### config.mk
export PLATFORM = sky130hd
export DESIGN_NAME = clock_switch_sequencer_flat
export DESIGN_NICKNAME = d
export VERILOG_FILES = /design/src/rtl/clock_switch_sequencer_pkg.sv /design/src/rtl/clock_switch_sequencer_if.sv /design/src/rtl/clock_switch_sequencer_lock_timer.sv /design/src/rtl/clock_switch_sequencer.sv /design/src/flat_wrapper.sv
export SDC_FILE = /design/constraint.sdc
export NUM_CORES = 1
export LEC_CHECK = 0
export CORE_ASPECT_RATIO = 0.75
export CORE_UTILIZATION = 45
export CTS_CLUSTER_SIZE = 20
export DETAILED_ROUTE_END_ITERATION = 16
export HOLD_SLACK_MARGIN = 0.03
export PLACE_DENSITY = 0.72
export SYNTH_ARGS = -nofsm -noshare
export SYNTH_HDL_FRONTEND = slang
export SYNTH_SLANG_ARGS = --single-unit
### constraint.sdc
create_clock -name pll_clk -period 2.02 [get_ports pll_clk]
set_clock_uncertainty 0.1 [all_clocks]
set_input_delay 0.606 -clock pll_clk [delete_from_list [all_inputs] [get_ports pll_clk]]
set_output_delay 0.606 -clock pll_clk [all_outputs]
set_load 0.01 [all_outputs]
### src/rtl/clock_switch_sequencer_pkg.sv
// Shared types for the clock switch sequencer.
//   state_t    : sequencer FSM states
//   wait_cnt_w : width of the wait down-counter, sized so it can be loaded
//                with (max wait - 1)
package clock_switch_pkg;

  typedef enum logic [1:0] {
    IDLE     = 2'd0,
    WAIT_EXT = 2'd1,
    WAIT_DIV = 2'd2,
    WAIT_PLL = 2'd3
  } state_t;

  function automatic int wait_cnt_w(input int a, input int b);
    int m;
    m = (a > b) ? a : b;
    return (m <= 1) ? 1 : $clog2(m);
  endfunction

endpackage

### src/rtl/clock_switch_sequencer_if.sv
// Configuration request channel from housekeeping into the sequencer.
//   cfg_valid   : request valid
//   cfg_ready   : request accepted on an edge where valid & ready
//   cfg_ext_sel : target ext_clk_sel (1 = external clock)
//   cfg_sel     : target core divider
//   cfg_sel2    : target user divider
interface clock_switch_sequencer_if;
  logic       cfg_valid;
  logic       cfg_ready;
  logic       cfg_ext_sel;
  logic [2:0] cfg_sel;
  logic [2:0] cfg_sel2;

  modport master (output cfg_valid, cfg_ext_sel, cfg_sel, cfg_sel2, input cfg_ready);
  modport slave  (input cfg_valid, cfg_ext_sel, cfg_sel, cfg_sel2, output cfg_ready);
endinterface

### src/rtl/clock_switch_sequencer_lock_timer.sv
// PLL lock wait: counts pll_clk edges from reset release and raises
// pll_ready after edge LOCK_WAIT. Holds (saturates) once ready.
//   pll_clk   : clock
//   resetb    : async active-low reset, restarts the wait
//   pll_ready : high from edge LOCK_WAIT until the next reset
module lock_timer #(
  parameter int LOCK_WAIT = 1024
) (
  input  logic pll_clk,
  input  logic resetb,
  output logic pll_ready
);

  localparam int LW = $clog2(LOCK_WAIT + 1);

  logic [LW-1:0] cnt;

  // Before edge k the counter holds k-1, so matching LOCK_WAIT-1 marks
  // edge LOCK_WAIT; the counter then freezes.
  always_ff @(posedge pll_clk or negedge resetb) begin
    if (!resetb) begin
      cnt       <= '0;
      pll_ready <= 1'b0;
    end else if (!pll_ready) begin
      if (cnt == LW'(LOCK_WAIT - 1)) pll_ready <= 1'b1;
      else                           cnt       <= cnt + 1'b1;
    end
  end

endmodule

### src/rtl/clock_switch_sequencer.sv
// Clock switch sequencer: owns ext_clk_sel / sel / sel2 of the clock block
// and walks every configuration change through a safe order: park on the
// external clock, update dividers, settle, then return to the PLL.
//   pll_clk, resetb : clock, async active-low reset
//   force_ext       : level, forces the external clock and aborts a sequence
//   cfg             : request channel (slave side)
//   ext_clk_sel     : clock mux select, 1 = external
//   sel, sel2       : core / user dividers
//   pll_ready       : lock wait complete, requests accepted from here on
//   busy            : sequence in progress
//   done, aborted   : one-cycle completion / kill pulses
module clock_switch_sequencer
  import clock_switch_pkg::*;
#(
  parameter int         SWITCH_WAIT = 4,
  parameter int         SETTLE_WAIT = 16,
  parameter int         LOCK_WAIT   = 1024,
  parameter logic [2:0] DEFAULT_SEL = 3'd0
) (
  input  logic                     pll_clk,
  input  logic                     resetb,
  input  logic                     force_ext,
  clock_switch_sequencer_if.slave  cfg,
  output logic                     ext_clk_sel,
  output logic [2:0]               sel,
  output logic [2:0]               sel2,
  output logic                     pll_ready,
  output logic                     busy,
  output logic                     done,
  output logic                     aborted
);

  localparam int            CW      = wait_cnt_w(SWITCH_WAIT, SETTLE_WAIT);
  localparam logic [CW-1:0] SW_LOAD = CW'(SWITCH_WAIT - 1);
  localparam logic [CW-1:0] ST_LOAD = CW'(SETTLE_WAIT - 1);

  state_t        state;
  logic [CW-1:0] wcnt;
  logic          tgt_ext;
  logic [2:0]    tgt_sel;
  logic [2:0]    tgt_sel2;
  logic          accept;
  logic          same_cfg;
  logic          wait_end;

  lock_timer #(.LOCK_WAIT(LOCK_WAIT)) u_lock (
    .pll_clk   (pll_clk),
    .resetb    (resetb),
    .pll_ready (pll_ready)
  );

  assign cfg.cfg_ready = (state == IDLE) & pll_ready & ~force_ext;
  assign busy          = (state != IDLE);
  assign accept        = cfg.cfg_valid & cfg.cfg_ready;
  assign same_cfg      = (cfg.cfg_ext_sel == ext_clk_sel) & (cfg.cfg_sel == sel) &
                         (cfg.cfg_sel2 == sel2);
  assign wait_end      = (wcnt == '0);

  always_ff @(posedge pll_clk or negedge resetb) begin
    if (!resetb) begin
      state       <= IDLE;
      wcnt        <= '0;
      ext_clk_sel <= 1'b1;
      sel         <= DEFAULT_SEL;
      sel2        <= DEFAULT_SEL;
      tgt_ext     <= 1'b1;
      tgt_sel     <= DEFAULT_SEL;
      tgt_sel2    <= DEFAULT_SEL;
      done        <= 1'b0;
      aborted     <= 1'b0;
    end else begin
      done    <= 1'b0;
      aborted <= 1'b0;
      if (force_ext) begin
        // Emergency park: dividers stay where they are, target is dropped.
        ext_clk_sel <= 1'b1;
        state       <= IDLE;
        aborted     <= (state != IDLE);
      end else begin
        unique case (state)
          IDLE: begin
            if (accept) begin
              tgt_ext  <= cfg.cfg_ext_sel;
              tgt_sel  <= cfg.cfg_sel;
              tgt_sel2 <= cfg.cfg_sel2;
              if (same_cfg) begin
                done <= 1'b1;
              end else if (!ext_clk_sel) begin
                // On PLL: move to external first, dividers wait for the mux.
                ext_clk_sel <= 1'b1;
                wcnt        <= SW_LOAD;
                state       <= WAIT_EXT;
              end else begin
                sel   <= cfg.cfg_sel;
                sel2  <= cfg.cfg_sel2;
                wcnt  <= ST_LOAD;
                state <= WAIT_DIV;
              end
            end
          end
          WAIT_EXT: begin
            if (wait_end) begin
              sel   <= tgt_sel;
              sel2  <= tgt_sel2;
              wcnt  <= ST_LOAD;
              state <= WAIT_DIV;
            end else begin
              wcnt <= wcnt - 1'b1;
            end
          end
          WAIT_DIV: begin
            if (wait_end) begin
              if (!tgt_ext) begin
                ext_clk_sel <= 1'b0;
                wcnt        <= SW_LOAD;
                state       <= WAIT_PLL;
              end else begin
                done  <= 1'b1;
                state <= IDLE;
              end
            end else begin
              wcnt <= wcnt - 1'b1;
            end
          end
          WAIT_PLL: begin
            if (wait_end) begin
              done  <= 1'b1;
              state <= IDLE;
            end else begin
              wcnt <= wcnt - 1'b1;
            end
          end
          default: state <= IDLE;
        endcase
      end
    end
  end

endmodule

### src/flat_wrapper.sv
// flat-port wrapper written by rule: the top's interface ports become plain ports
module clock_switch_sequencer_flat import clock_switch_pkg::*;
#(
  parameter int         SWITCH_WAIT = 4,
  parameter int         SETTLE_WAIT = 16,
  parameter int         LOCK_WAIT   = 1024,
  parameter logic [2:0] DEFAULT_SEL = 3'd0
)
  (pll_clk, resetb, force_ext, ext_clk_sel, sel, sel2, pll_ready, busy, done, aborted, cfg_cfg_valid, cfg_cfg_ext_sel, cfg_cfg_sel, cfg_cfg_sel2, cfg_cfg_ready);
  clock_switch_sequencer_if cfg_i ();
  input  logic pll_clk;
  input  logic resetb;
  input  logic force_ext;
  output logic ext_clk_sel;
  output logic [2:0] sel;
  output logic [2:0] sel2;
  output logic pll_ready;
  output logic busy;
  output logic done;
  output logic aborted;
  input wire logic [$bits(cfg_i.cfg_valid)-1:0] cfg_cfg_valid;
  input wire logic [$bits(cfg_i.cfg_ext_sel)-1:0] cfg_cfg_ext_sel;
  input wire logic [$bits(cfg_i.cfg_sel)-1:0] cfg_cfg_sel;
  input wire logic [$bits(cfg_i.cfg_sel2)-1:0] cfg_cfg_sel2;
  output wire logic [$bits(cfg_i.cfg_ready)-1:0] cfg_cfg_ready;
  assign cfg_i.cfg_valid = cfg_cfg_valid;
  assign cfg_i.cfg_ext_sel = cfg_cfg_ext_sel;
  assign cfg_i.cfg_sel = cfg_cfg_sel;
  assign cfg_i.cfg_sel2 = cfg_cfg_sel2;
  assign cfg_cfg_ready = cfg_i.cfg_ready;
  clock_switch_sequencer #(.SWITCH_WAIT(SWITCH_WAIT), .SETTLE_WAIT(SETTLE_WAIT), .LOCK_WAIT(LOCK_WAIT), .DEFAULT_SEL(DEFAULT_SEL)) u_core (.pll_clk(pll_clk), .resetb(resetb), .force_ext(force_ext), .cfg(cfg_i), .ext_clk_sel(ext_clk_sel), .sel(sel), .sel2(sel2), .pll_ready(pll_ready), .busy(busy), .done(done), .aborted(aborted));
endmodule
==> impl_metrics.py, run 1 <==
metrics = {
    "run_status": {
        "status": "finished, final reports clean",
    },
    "synthesis": {
        "synthMuxAreaShare_pct": 14.94,
        "synth-seq-cells": 34,
        "seq_area_frac_synth_pct": 47.16,
        "synth.net_count": 172,
        "synth-compound-area-share_pct": 8.368,
        "synth.area.top_cells": "dfrtp_1 44%, mux2_2 10%, mux2_4 5.0%, xnor2_1 4.4%, xor2_1 3.4%",
        "syn-instance-count": 158,
        "post-synth-top-count-cell": "dfrtp_1",
        "ys.flop_type": "dfrtp_1",
        "synth_edf_count": 0,
        "synthArstFlopShare_pct": 100.0,
        "syn-cell-area_sq_um": 1809,
        "synth_simple_gate_area_share_pct": 15.35,
        "synthAdderAreaFrac_pct": 2.075,
        "synth_top_area_share_pct": 44.26,
        "synth_warnings": 0,
        "synth_area_per_cell_sq_um": 11.45,
        "synthXorXnorAreaFrac_pct": 7.746,
        "synth.distinct_cells": 43,
        "synth.largest_area_cell": "dfrtp_1",
        "synth_top_family_by_area": "simple AND/OR/NAND/NOR gates",
        "synth_commonest_cells": "32 x dfrtp_1, 16 x mux2_2, 10 x inv_1, 10 x nand2_1",
    },
    "power": {
        "total_leakage_power_uw": 0.001185,
        "p_total_uw": 1694,
        "clock_power_share_pct": 45.3,
        "seqPwrFrac_pct": 42.7,
        "p_sw_share_pct": 22.99,
        "p_int_uw": 1305,
        "peakVddDrop_v": 0.0003617,
        "powerDensity_nw_per_um2": 672.6,
        "power.switching_uw": 389.4,
        "pwr-share-comb_pct": 11.9,
    },
    "timing": {
        "tightest_slew_ps": 393.6,
        "fin_crit_ps": 1983,
        "post-route-worst-setup-slack_ps": 37.19,
        "period_share_pct": 98.16,
        "rsz0062_at_grt": "true",
        "setup_violations": 0,
        "hold-worst-slack_ps": 397.4,
        "slew_headroom_pct": 73.56,
        "max_freq_mhz": 504.3,
        "drv_slew": 0,
        "hold_violations": 0,
    },
    "clocking": {
        "htreeDepth": 2,
        "postCtsHoldBufs": 0,
        "cts_sinks": 34,
        "cts_inserted_buffers": 5,
        "cts-root-buf": "clkbuf_8",
        "cts_tree": "done",
        "path_clk_slew_ps": 80,
        "clk_latency_ps": 300,
        "clockBufferDepth": 2,
    },
    "layout": {
        "ff_latch_area_sq_um": 854.6,
        "antenna_cells": 0,
        "area_delta_synth_final_pct": 39.21,
        "n_fill_cell": 310,
        "multi_input_area_sq_um": 955.9,
        "drive_above_1_share_pct": 42.79,
        "fin_nets": 228,
    },
    "floorplan": {
        "die_height_microns": 56.91,
        "start_util_pct": 48.17,
        "core.rowCount": 19,
        "dieWidth_microns": 75.22,
        "pin_count": 23,
        "core-area_sq_um": 3756,
        "die-area_sq_um": 4280,
    },
    "global_routing": {
        "grt_pass1_wl_microns": 6679,
        "overflow": 0,
        "antenna_found_initial": 0,
        "grt_pass1_vias": 1404,
        "grtUsageTotal_pct": 21.56,
        "grt_max_degree": 35,
    },
    "critical_path": {
        "cp.arrival_ps": 2070,
        "end_kind": "register",
        "cp-startpoint": "u_core.ext_clk_sel",
        "r2r_start": "u_core.ext_clk_sel",
        "critPathKind": "register to register",
        "rrSetupSlack_ps": 40,
        "path_max_fanout": 6,
        "r2r_end": "u_core.sel2[0]",
        "cp_data_required_time_ps": 2110,
        "worst_r2r_path_depth": 5,
        "cp-start-kind": "register",
    },
    "place": {
        "dp_slack_ps": -645.3,
        "place_hpwl_microns": 2870,
        "portBuffers": 22,
        "place.gp.congestion": 0.8693,
    },
    "worst_hold_path": {
        "hold_class": "register to register",
        "holdPathEnd": "u_core.u_lock.cnt[5]",
        "hold_depth": 1,
        "hold_start": "u_core.u_lock.cnt[5]",
    },
    "routing": {
        "wl_microns": 4156,
        "post_drt_wl_per_cell_microns": 15.57,
        "ant_nets": 0,
        "dr.pass1.iters": 4,
        "first_iter_violations": 60,
        "vias": 1409,
        "via_per_inst": 5.277,
        "drc": 0,
    },
    "flow_run": {
        "max-cap-violations": 0,
    },
}
-- cell type report --
type	count	share of cell area [%]
Timing Repair Buffer	53	18.43
Multi-Input combinational cell	109	37.95
Sequential cell	34	33.93
Tap cell	52	2.583
Clock inverter	3	2.732
Inverter	11	1.639
Clock buffer	5	2.732
-- logic make-up after synthesis --
logic type | count (synthesis)
AO/OA/AOI/OAI | 20
XOR/XNOR | 16
adder cells (fa/ha/maj) | 3
buffers and inverters | 15
flip-flops | 34
multiplexers | 22
AND/OR/NAND/NOR | 48
-- power by group through the flow --
stage / Combinational (uW) / Sequential, uW / Clock [uW]
floorplan: 77.4 / 735 / 0
global placement: 176 / 734 / 0
detailed placement: 181 / 735 / 0
CTS: 193 / 722 / 776
global route: 221 / 726 / 805
finish: 202 / 724 / 768
-- layout by cell type, fill, tap and decap left out, drive strengths merged, types with 5 or more instances in the layout --
| cell type | netlist | routed |
|---|---|---|
| nand3 | 7 | 7 |
| xor2 | 7 | 7 |
| xnor2 | 9 | 9 |
| buf | 3 | 35 |
| nor2 | 10 | 10 |
| mux2 | 22 | 22 |
| nor3 | 5 | 5 |
| nand2 | 11 | 11 |
| clkbuf | 1 | 6 |
| clkdlybuf4s50 | 0 | 7 |
| inv | 11 | 11 |
| dfrtp | 32 | 32 |
-- repair_timing --
action / CTS / global route
endpoints found under the setup margin: 16 / 13
pin swaps: 11 / 2
gates resized for setup: 43 / 6
buffers inserted: 5 / 3
-- worst max path at each step --
| stage | slack [ps] | endpoint |
|---|---|---|
| 5_1_grt | -30 | u_core.sel[1] |
| 3_5_place_dp | -650 | u_core.sel2[0] |
| 2_1_floorplan | -10 | u_core.sel2[0] |
| 3_3_place_gp | -600 | u_core.sel2[0] |
| 6_report | 40 | u_core.sel2[0] |
| 4_1_cts | 0.2 | u_core.sel2[0] |
-- stage by stage --
stage | instance area, sq um | util, % | cells | TNS [ps]
2_1_floorplan | 1847 | - | 158 | -67.96
4_1_cts | 2502 | 66.62 | 265 | 0
6_report | 2519 | 67.06 | 267 | 0
3_5_place_dp | 2300 | 61.23 | 252 | -8080
5_1_grt | 2519 | 67.06 | 267 | -165.3
3_3_place_gp | 2300 | 61.23 | 252 | -7349
-- flip-flops by register name, indices dropped and copies added, names as in the netlist --
signal,flops
u_core.tgt_sel,3
u_core.state,2
u_core.ext_clk_sel,1
u_core.sel,3
u_core.wcnt,4
u_core.sel2,3
u_core.tgt_ext,1
u_core.done,1
u_core.tgt_sel2,3
u_core.u_lock.pll_ready,1
u_core.aborted,1
u_core.u_lock.cnt,11
-- critical path, cell delays in order (launching register included) --
cell and delay (ps):
dfstp_2 580, xnor2_2 90, nand4_2 110, nor4_4 70, or4_4 610, mux2_4 330
-- layer usage --
layer / part of all wire [%] / track usage [%] / vias up
met5: 0 / 0 / -
met4: 2.5 / 8.466 / 0
met3: 4.3 / 5.745 / 13
met2: 48 / 33.98 / 32
met1: 45 / 28.31 / 685
li1: - / - / 679
No activity file was read; power rests on OpenSTA's default activity.
==> inputs of run 2 (changes only) <==
--- a/config.mk
+++ b/config.mk
@@ -7,7 +7,6 @@
 export LEC_CHECK = 0
 export CORE_ASPECT_RATIO = 0.75
 export CORE_UTILIZATION = 45
-export CTS_CLUSTER_SIZE = 20
 export DETAILED_ROUTE_END_ITERATION = 16
 export HOLD_SLACK_MARGIN = 0.03
 export PLACE_DENSITY = 0.72
==> constraint.sdc (replaced) <==
create_clock -name pll_clk -period 1.8 [get_ports pll_clk]
set_clock_uncertainty 0.1 [all_clocks]
set_input_delay 0.54 -clock pll_clk [delete_from_list [all_inputs] [get_ports pll_clk]]
set_output_delay 0.54 -clock pll_clk [all_outputs]
set_load 0.01 [all_outputs]
==> impl_metrics.py, run 2 (synthesis results as in run 1) <==
metrics = {
    "run_status": {
        "status": "complete, but fails checks",
        "violations": "negative setup slack",
    },
    "global_routing": {
        "grt-busiest-layer": "met2",
        "grtUsageTotal_pct": 22.12,
        "grtUsageMet1_pct": 29.48,
        "met3_usage_pct": 6.104,
        "antenna_found_initial": 0,
        "met2_usage_pct": 32.69,
        "grt_pass1_vias": 1479,
        "grt_max_degree": 22,
        "overflow": 0,
        "grt_pass1_wl_microns": 6803,
    },
    "layout": {
        "layout_commonest_cell": "buf_4",
        "top_regs": "u_core.u_lock.cnt: 11 flops, u_core.wcnt: 4 flops",
        "top_register": "u_core.u_lock.cnt",
        "drive_above_1_share_pct": 46.72,
        "antenna_cells": 0,
        "fin_nets": 242,
        "layout_common_cells": "42 x buf_4, 31 x dfrtp_1, 13 x mux2_2",
        "final_util_pct": 70.09,
        "largest_register_ffs": 11,
        "area_delta_synth_final_pct": 45.50,
    },
    "place": {
        "place_hpwl_microns": 2985,
        "portBuffers": 22,
        "place.gp.congestion": 0.8595,
        "dp_slack_ps": -798.6,
    },
    "routing": {
        "wl_microns": 4194,
        "via_per_inst": 5.246,
        "vias": 1474,
        "dr.pass1.iters": 4,
        "first_iter_violations": 89,
        "drc": 0,
        "ant_nets": 0,
        "post_drt_wl_per_cell_microns": 14.93,
    },
    "critical_path": {
        "cp_data_required_time_ps": 1870,
        "r2r_end": "u_core.sel2[1]",
        "path_max_fanout": 6,
        "r2r_start": "u_core.wcnt[0]",
        "end_kind": "register",
        "critPathKind": "input port to register",
        "cp-start-kind": "input port",
        "worst_r2r_path_depth": 6,
        "cp.arrival_ps": 2050,
        "rrSetupSlack_ps": -160,
    },
    "timing": {
        "period_share_pct": 109.8,
        "max_freq_mhz": 505.8,
        "post-route-worst-setup-slack_ps": -177.0,
        "drv_slew": 0,
        "hold_violations": 0,
        "setup_violations": 11,
        "tightest_slew_ps": 362.5,
        "rsz0062_at_grt": "true",
        "fin_crit_ps": 1977,
        "slew_headroom_pct": 75.63,
    },
    "power": {
        "powerDensity_nw_per_um2": 678.3,
        "p_sw_share_pct": 24.50,
        "clock_power_share_pct": 39.5,
        "total_leakage_power_uw": 0.001301,
        "seqPwrFrac_pct": 45.1,
        "p_int_uw": 1348,
        "peakVddDrop_v": 0.0007016,
        "power.switching_uw": 437.5,
        "pwr-share-comb_pct": 15.4,
    },
    "worst_hold_path": {
        "hold_class": "register to register",
        "hold_start": "u_core.u_lock.cnt[9]",
        "holdPathEnd": "u_core.u_lock.cnt[9]",
        "hold_depth": 1,
    },
    "floorplan": {
        "die-area_sq_um": 4280,
        "core-area_sq_um": 3756,
        "pin_count": 23,
        "core.rowCount": 19,
        "dieWidth_microns": 75.22,
        "start_util_pct": 48.17,
        "die_height_microns": 56.91,
    },
    "flow_run": {
        "max-cap-violations": 0,
    },
    "clocking": {
        "cts_inserted_buffers": 5,
        "postCtsHoldBufs": 0,
        "path_clk_slew_ps": 70,
        "cts_sinks": 34,
        "clk_latency_ps": 290,
        "clockBufferDepth": 2,
        "cts-root-buf": "clkbuf_8",
        "cts_tree": "done",
        "htreeDepth": 2,
    },
}
[run 2: changes by cell type in the layout (fill, tap and decap cells not counted), sizes merged]
cell           previous run  this run
clkbuf                    6         8
buf                      35        47
clkinvlp                  0         2
dlygate4sd2               4         8
clkinv                    1         0
bufinv                    2         1
clkdlybuf4s15             4         5
clkdlybuf4s50             7         2
[run 2: metal layers]
layer,routed length (microns),share of wire (%)
met5,0,0
met4,101,2.4
met3,208,5.0
met2,2035,49
met1,1849,44
[run 2: area by class of cell]
type | instances | area [sq um]
Clock buffer | 5 | 68.82
Clock inverter | 3 | 45.04
Tap cell | 52 | 65.06
Fill cell | 297 | 1124
Sequential cell | 34 | 854.6
Inverter | 11 | 41.29
Multi-Input combinational cell | 109 | 1003
Timing Repair Buffer | 67 | 554.3
[run 2: worst max path at each step]
stage | start | end | cells after the start
after global routing | u_core.wcnt[0] | u_core.wcnt[0] | 8
after global placement | cfg_cfg_sel2[2] | u_core.wcnt[0] | 6
final | cfg_cfg_valid | u_core.sel2[1] | 4
after floorplan | u_core.wcnt[0] | u_core.sel2[0] | 7
after detailed placement | cfg_cfg_sel2[2] | u_core.wcnt[0] | 6
after CTS | u_core.wcnt[0] | u_core.sel2[1] | 7
[run 2: power by group through the flow]
| stage | Clock, uW | Combinational (uW) | Sequential (uW) |
|---|---|---|---|
| 5_1_grt | 750 | 298 | 806 |
| 6_report | 705 | 276 | 805 |
| 3_5_place_dp | 0 | 242 | 819 |
| 4_1_cts | 717 | 258 | 805 |
| 3_3_place_gp | 0 | 232 | 818 |
| 2_1_floorplan | 0 | 96.2 | 825 |
[run 2: worst max-delay path: stages]
cell	delay, ps
clkdlybuf4s50_1	530
a32oi_1	120
or4_4	520
mux2_4	340
[run 2: metrics by stage]
| step | power, uW | hold slack [ps] | TNS (ps) | instance area (sq um) | instances |
|---|---|---|---|---|---|
| global route | 1854 | 409.2 | -2349 | 2633 | 281 |
| finish | 1786 | 374.4 | -1535 | 2633 | 281 |
| floorplan | 920.8 | 144.4 | -1298 | 1868 | 158 |
| detailed placement | 1061 | 360.0 | -11690 | 2406 | 265 |
| global placement | 1050 | 351.8 | -11090 | 2406 | 265 |
| CTS | 1779 | 375.5 | -1860 | 2589 | 279 |
[run 2: what timing repair did]
item	4_1_cts	5_1_grt
cloned	0	0
pin swaps	8	8
endpoints found under the setup margin	24	26
setup buffers	6	3
gates resized for setup	36	19
